--- config.mk ---
export PLATFORM = sky130hd
export DESIGN_NAME = adc_spi_rx
export DESIGN_NICKNAME = d
export VERILOG_FILES = /design/src/rtl/game_pkg.sv /design/src/rtl/sync_edge.sv /design/src/rtl/adc_spi_rx.sv
export SDC_FILE = /design/constraint.sdc
export NUM_CORES = 1
export LEC_CHECK = 0
export ABC_AREA = 0
export BUFFER_PORTS_ARGS = -buffer_cell sky130_fd_sc_hd__buf_2
export CORE_UTILIZATION = 50
export CTS_CLUSTER_SIZE = 10
export DETAILED_ROUTE_END_ITERATION = 7
export PLACE_DENSITY = 0.79
export SLEW_MARGIN = 10
export SYNTH_ARGS = -nofsm -noshare
export SYNTH_HDL_FRONTEND = slang
export SYNTH_HIERARCHICAL = 1
export SYNTH_SLANG_ARGS = --single-unit
--- constraint.sdc ---
create_clock -name clk -period 1.55 [get_ports clk]
set_input_delay 0.31 -clock clk [delete_from_list [all_inputs] [get_ports clk]]
set_output_delay 0.31 -clock clk [all_outputs]
set_load 0.005 [all_outputs]
--- src/rtl/game_pkg.sv ---
// Shared definitions for the player-sample receiver and the game FSMs that consume its samples.
package game_pkg;

    localparam int DATA_W     = 12;
    localparam int NUM_CH     = 2;
    localparam int FRAME_BITS = DATA_W * NUM_CH;

    typedef enum logic [1:0] {
        WAIT_IDLE,
        IDLE,
        SHIFT,
        LATCH
    } rx_state_t;

    typedef logic [DATA_W-1:0] sample_t;

endpackage

--- src/rtl/sync_edge.sv ---
// Multi-flop synchronizer for an asynchronous pin, with one extra history flop for edge pulses.
module sync_edge #(
    parameter int SYNC_STAGES = 2
) (
    input  logic clk,
    input  logic reset,
    input  logic d,
    output logic q,
    output logic rise,
    output logic fall
);

    logic [SYNC_STAGES-1:0] sync_q;
    logic                   prev_q;

    always_ff @(posedge clk or negedge reset) begin
        if (!reset) begin
            sync_q <= '0;
            prev_q <= 1'b0;
        end else begin
            sync_q <= {sync_q[SYNC_STAGES-2:0], d};
            prev_q <= sync_q[SYNC_STAGES-1];
        end
    end

    assign q    = sync_q[SYNC_STAGES-1];
    assign rise = q & ~prev_q;
    assign fall = ~q & prev_q;

endmodule

--- src/rtl/adc_spi_rx.sv ---
// SPI mode-0 receiver: deserializes one 24-bit frame into two player samples, updated atomically.
module adc_spi_rx
    import game_pkg::*;
#(
    parameter int DATA_W      = 12,
    parameter int NUM_CH      = 2,
    parameter int SYNC_STAGES = 2
) (
    input  logic              clk,
    input  logic              reset,
    input  logic              sck,
    input  logic              cs_n,
    input  logic              sdi,
    output logic [DATA_W-1:0] p1data,
    output logic [DATA_W-1:0] p2data,
    output logic              valid,
    output logic              frame_err,
    output logic              busy
);

    localparam int FRAME_W = DATA_W * NUM_CH;
    localparam int CNT_W   = $clog2(FRAME_W + 2);
    localparam logic [CNT_W-1:0] CNT_FULL = CNT_W'(FRAME_W);
    localparam logic [CNT_W-1:0] CNT_OVR  = CNT_W'(FRAME_W + 1);

    logic sck_unused_q, sck_rise, sck_unused_fall;
    logic cs_q, cs_rise, cs_unused_fall;
    logic sdi_q, sdi_unused_rise, sdi_unused_fall;

    sync_edge #(.SYNC_STAGES(SYNC_STAGES)) u_sync_sck (
        .clk  (clk),
        .reset(reset),
        .d    (sck),
        .q    (sck_unused_q),
        .rise (sck_rise),
        .fall (sck_unused_fall)
    );

    sync_edge #(.SYNC_STAGES(SYNC_STAGES)) u_sync_cs (
        .clk  (clk),
        .reset(reset),
        .d    (cs_n),
        .q    (cs_q),
        .rise (cs_rise),
        .fall (cs_unused_fall)
    );

    sync_edge #(.SYNC_STAGES(SYNC_STAGES)) u_sync_sdi (
        .clk  (clk),
        .reset(reset),
        .d    (sdi),
        .q    (sdi_q),
        .rise (sdi_unused_rise),
        .fall (sdi_unused_fall)
    );

    rx_state_t            state_q;
    logic [CNT_W-1:0]     cnt_q;
    logic [FRAME_W-1:0]   shreg_q;
    logic [DATA_W-1:0]    p1data_q, p2data_q;
    logic                 valid_q, frame_err_q, busy_q;

    always_ff @(posedge clk or negedge reset) begin
        if (!reset) begin
            state_q     <= WAIT_IDLE;
            cnt_q       <= '0;
            shreg_q     <= '0;
            p1data_q    <= '0;
            p2data_q    <= '0;
            valid_q     <= 1'b0;
            frame_err_q <= 1'b0;
            busy_q      <= 1'b0;
        end else begin
            valid_q     <= 1'b0;
            frame_err_q <= 1'b0;
            case (state_q)
                WAIT_IDLE: begin
                    if (cs_q) state_q <= IDLE;
                end
                IDLE: begin
                    // Level test so a CS fall that landed during LATCH is still honoured here.
                    if (!cs_q) begin
                        state_q <= SHIFT;
                        busy_q  <= 1'b1;
                        cnt_q   <= '0;
                        shreg_q <= '0;
                    end
                end
                SHIFT: begin
                    if (sck_rise) begin
                        if (cnt_q < CNT_FULL) begin
                            shreg_q <= {shreg_q[FRAME_W-2:0], sdi_q};
                            cnt_q   <= cnt_q + 1'b1;
                        end else begin
                            cnt_q   <= CNT_OVR;
                        end
                    end
                    if (cs_rise) begin
                        state_q <= LATCH;
                        busy_q  <= 1'b0;
                    end
                end
                LATCH: begin
                    if (cnt_q == CNT_FULL) begin
                        p1data_q <= shreg_q[FRAME_W-1 -: DATA_W];
                        p2data_q <= shreg_q[FRAME_W-DATA_W-1 -: DATA_W];
                        valid_q  <= 1'b1;
                    end else begin
                        frame_err_q <= 1'b1;
                    end
                    state_q <= IDLE;
                end
                default: state_q <= WAIT_IDLE;
            endcase
        end
    end

    assign p1data    = p1data_q;
    assign p2data    = p2data_q;
    assign valid     = valid_q;
    assign frame_err = frame_err_q;
    assign busy      = busy_q;

endmodule
==> impl_metrics.toml <==
[critical_path]
worstPathMaxFanout = 5
cp_top_family = "simple AND/OR/NAND/NOR gates"
critical_path.cell_chain = "inv_2, ha_4, and4b_2, nand2_4, clkbuf_16, mux2_4"
critPathBufInv = 2
critPathRequiredTime_ns = 1.78
cp-end-kind = "register"
arrival_ns = 1.86
slowest_delay_ns = 0.38
worstSetupPathType = "reg -> reg"
start_kind = "register"
critPathSlowestCell = "dfrtp_1"

[clock_network]
clock-sinks = 66
clk_transition_reported_paths_ns = 0.08
clkLatencyLatePin_ns = 0.34
htree_levels = 3
cts_tree = "yes"
cts_buffer_depth = 2
clockRootBuffer = "clkbuf_8"
cts_buffers = 9

[timing]
fin_worst_skew_ns = 0.0143
setup_violations = 24
worstMarginPinSlew_ns = 0.350
worst_slack_ns = -0.0825
slew_viol_final = 0
rsz0062_at_grt = "yes"
fmax_mhz = 613
period_needed_ns = 1.63
relSlewSlack = 0.767
hold_ws_ns = 0.0786
post-route-period-util = 1.05
finalHoldViolCount = 0

[drt]
wl_um = 5530
dr.pass1.iters = 4
drt_iter0_drc = 125
ant_nets = 0
vias = 1692
drc = 0
viasPerCell = 5.53
routedWlPerCell_um = 18.1

[power]
p_per_area_nw_per_um2 = 1400
ir_drop_v = 0.000966
p_leak_nw = 1.83
power_w = 0.00490

[floorplanning]
die_area_sq_um = 5420
die_h_um = 73.6
die_width_um = 73.6
start_util = 0.533
num_rows = 25
fp.coreArea_sq_um = 4820
io_pins = 32

[placed_design]
dpl-instance-area_sq_um = 2920
numPortBuffers = 31
routabilityCongestion = 0.913
hpwl_um = 2700
place_inst = 278

[grt]
antenna_found_initial = 0
grt_max_degree = 67
grt_pass1_wl_um = 7360
grt_pass1_vias = 1536
grt.overflow.total = 0
track_usage = 0.192

[job]
max_cap_viol_count = 0

[finish]
area_delta_synth_final_pct = 35.9
design_area_sq_um = 3490
layout.cells.non_filler = 306
drive_above_1_share = 0.506
antennaDiodeCount = 0
nets = 245

[synthesis]
ys_warn_count = 6
synthCells = 169
synth_nets = 180
syn_avg_cell_area_sq_um = 15.2
netlist_area_sq_um = 2570

[outcome]
violations = "setup timing"
status = "finished with violations"

[hold_path]
hold_path.class = "in -> reg"
==> final timing paths <==
kind / start / endpoint / slack (ns) / cells after the start
min in group asynchronous: reset / p1data[8]$_DFFE_PN0P_ / 0.50 / 3
worst min register to register: u_sync_sdi/sync_q[0]$_DFF_PN0_ / u_sync_sdi/sync_q[1]$_DFF_PN0_ / 0.36 / 0
worst min-delay path: cs_n / u_sync_cs/sync_q[0]$_DFF_PN0_ / 0.08 / 1
worst max-delay path: cnt_q[0]$_DFFE_PN0P_ / p2data[9]$_DFFE_PN0P_ / -0.08 / 6
worst max register to register: cnt_q[0]$_DFFE_PN0P_ / p2data[9]$_DFFE_PN0P_ / -0.08 / 6
max in group asynchronous: reset / state_q[1]$_DFFE_PN0P_ / 0.75 / 3
==> state kept, by name (all words and copies together), names as in the netlist <==
name,count
u_sync_sck/sync_q,2
p1data,12
cnt_q,5
frame_err,1
p2data,12
u_sync_sdi/sync_q,2
state_q,2
valid,1
u_sync_sck/prev_q,1
busy,1
u_sync_cs/prev_q,1
shreg_q,24
u_sync_cs/sync_q,2
==> layout make-up <==
type / count / area, sq um
clock buffer: 9 / 124
tap: 67 / 83.8
inverter: 8 / 30.0
sequential: 66 / 1650
clock inverter: 7 / 93.8
fill: 319 / 1330
multi-input combinational: 91 / 1060
timing repair buffer: 58 / 443
==> placed cells by master, fill, tap and decap left out, types with 2 or more instances in the layout <==
| cell type | count |
|---|---|
| a211o_4 | 4 |
| a22o_1 | 26 |
| buf_12 | 2 |
| buf_2 | 31 |
| buf_4 | 17 |
| buf_6 | 4 |
| bufinv_16 | 2 |
| clkbuf_16 | 2 |
| clkbuf_8 | 9 |
| clkinv_2 | 2 |
| clkinvlp_4 | 2 |
| dfrtp_1 | 65 |
| ha_1 | 3 |
| ha_4 | 3 |
| inv_1 | 4 |
| inv_2 | 4 |
| mux2_4 | 24 |
| nand2_1 | 2 |
| nand2b_1 | 2 |
| nand3_1 | 3 |
| nor2b_1 | 3 |
==> through the flow <==
stage	setup TNS, ns	util	worst slack, ns
2_1_floorplan	0	-	0.00335
3_3_place_gp	-0.599	0.606	-0.0678
3_5_place_dp	-1.33	0.606	-0.0772
4_1_cts	-0.166	0.662	-0.0168
5_1_grt	-2.83	0.724	-0.125
6_report	-1.33	0.724	-0.0825
==> timing repair <==
action / 4_1_cts / 5_1_grt
endpoints found under the hold margin: 66 / 0
pin swaps: 11 / 25
hold buffers: 1 / 0
buffers inserted: 1 / 4
resized for setup: 7 / 47
endpoints found under the setup margin: 41 / 54
cloned: 1 / 5
==> layer usage <==
metal  track usage  vias to the layer above  wire [um]
met1         0.260                      870       2540
met4         0.139                        0         81
li1              -                      756          -
met2         0.266                       56       2660
met3        0.0508                       10        254
met5             0                        -          0
==> power by group <==
| group | internal [W] | switching (W) |
|---|---|---|
| Clock | 0.000901 | 0.000672 |
| Combinational | 0.000709 | 0.000729 |
| Sequential | 0.00181 | 0.0000769 |
| Total | 0.00342 | 0.00148 |
Power figures use the tool's default switching activity.
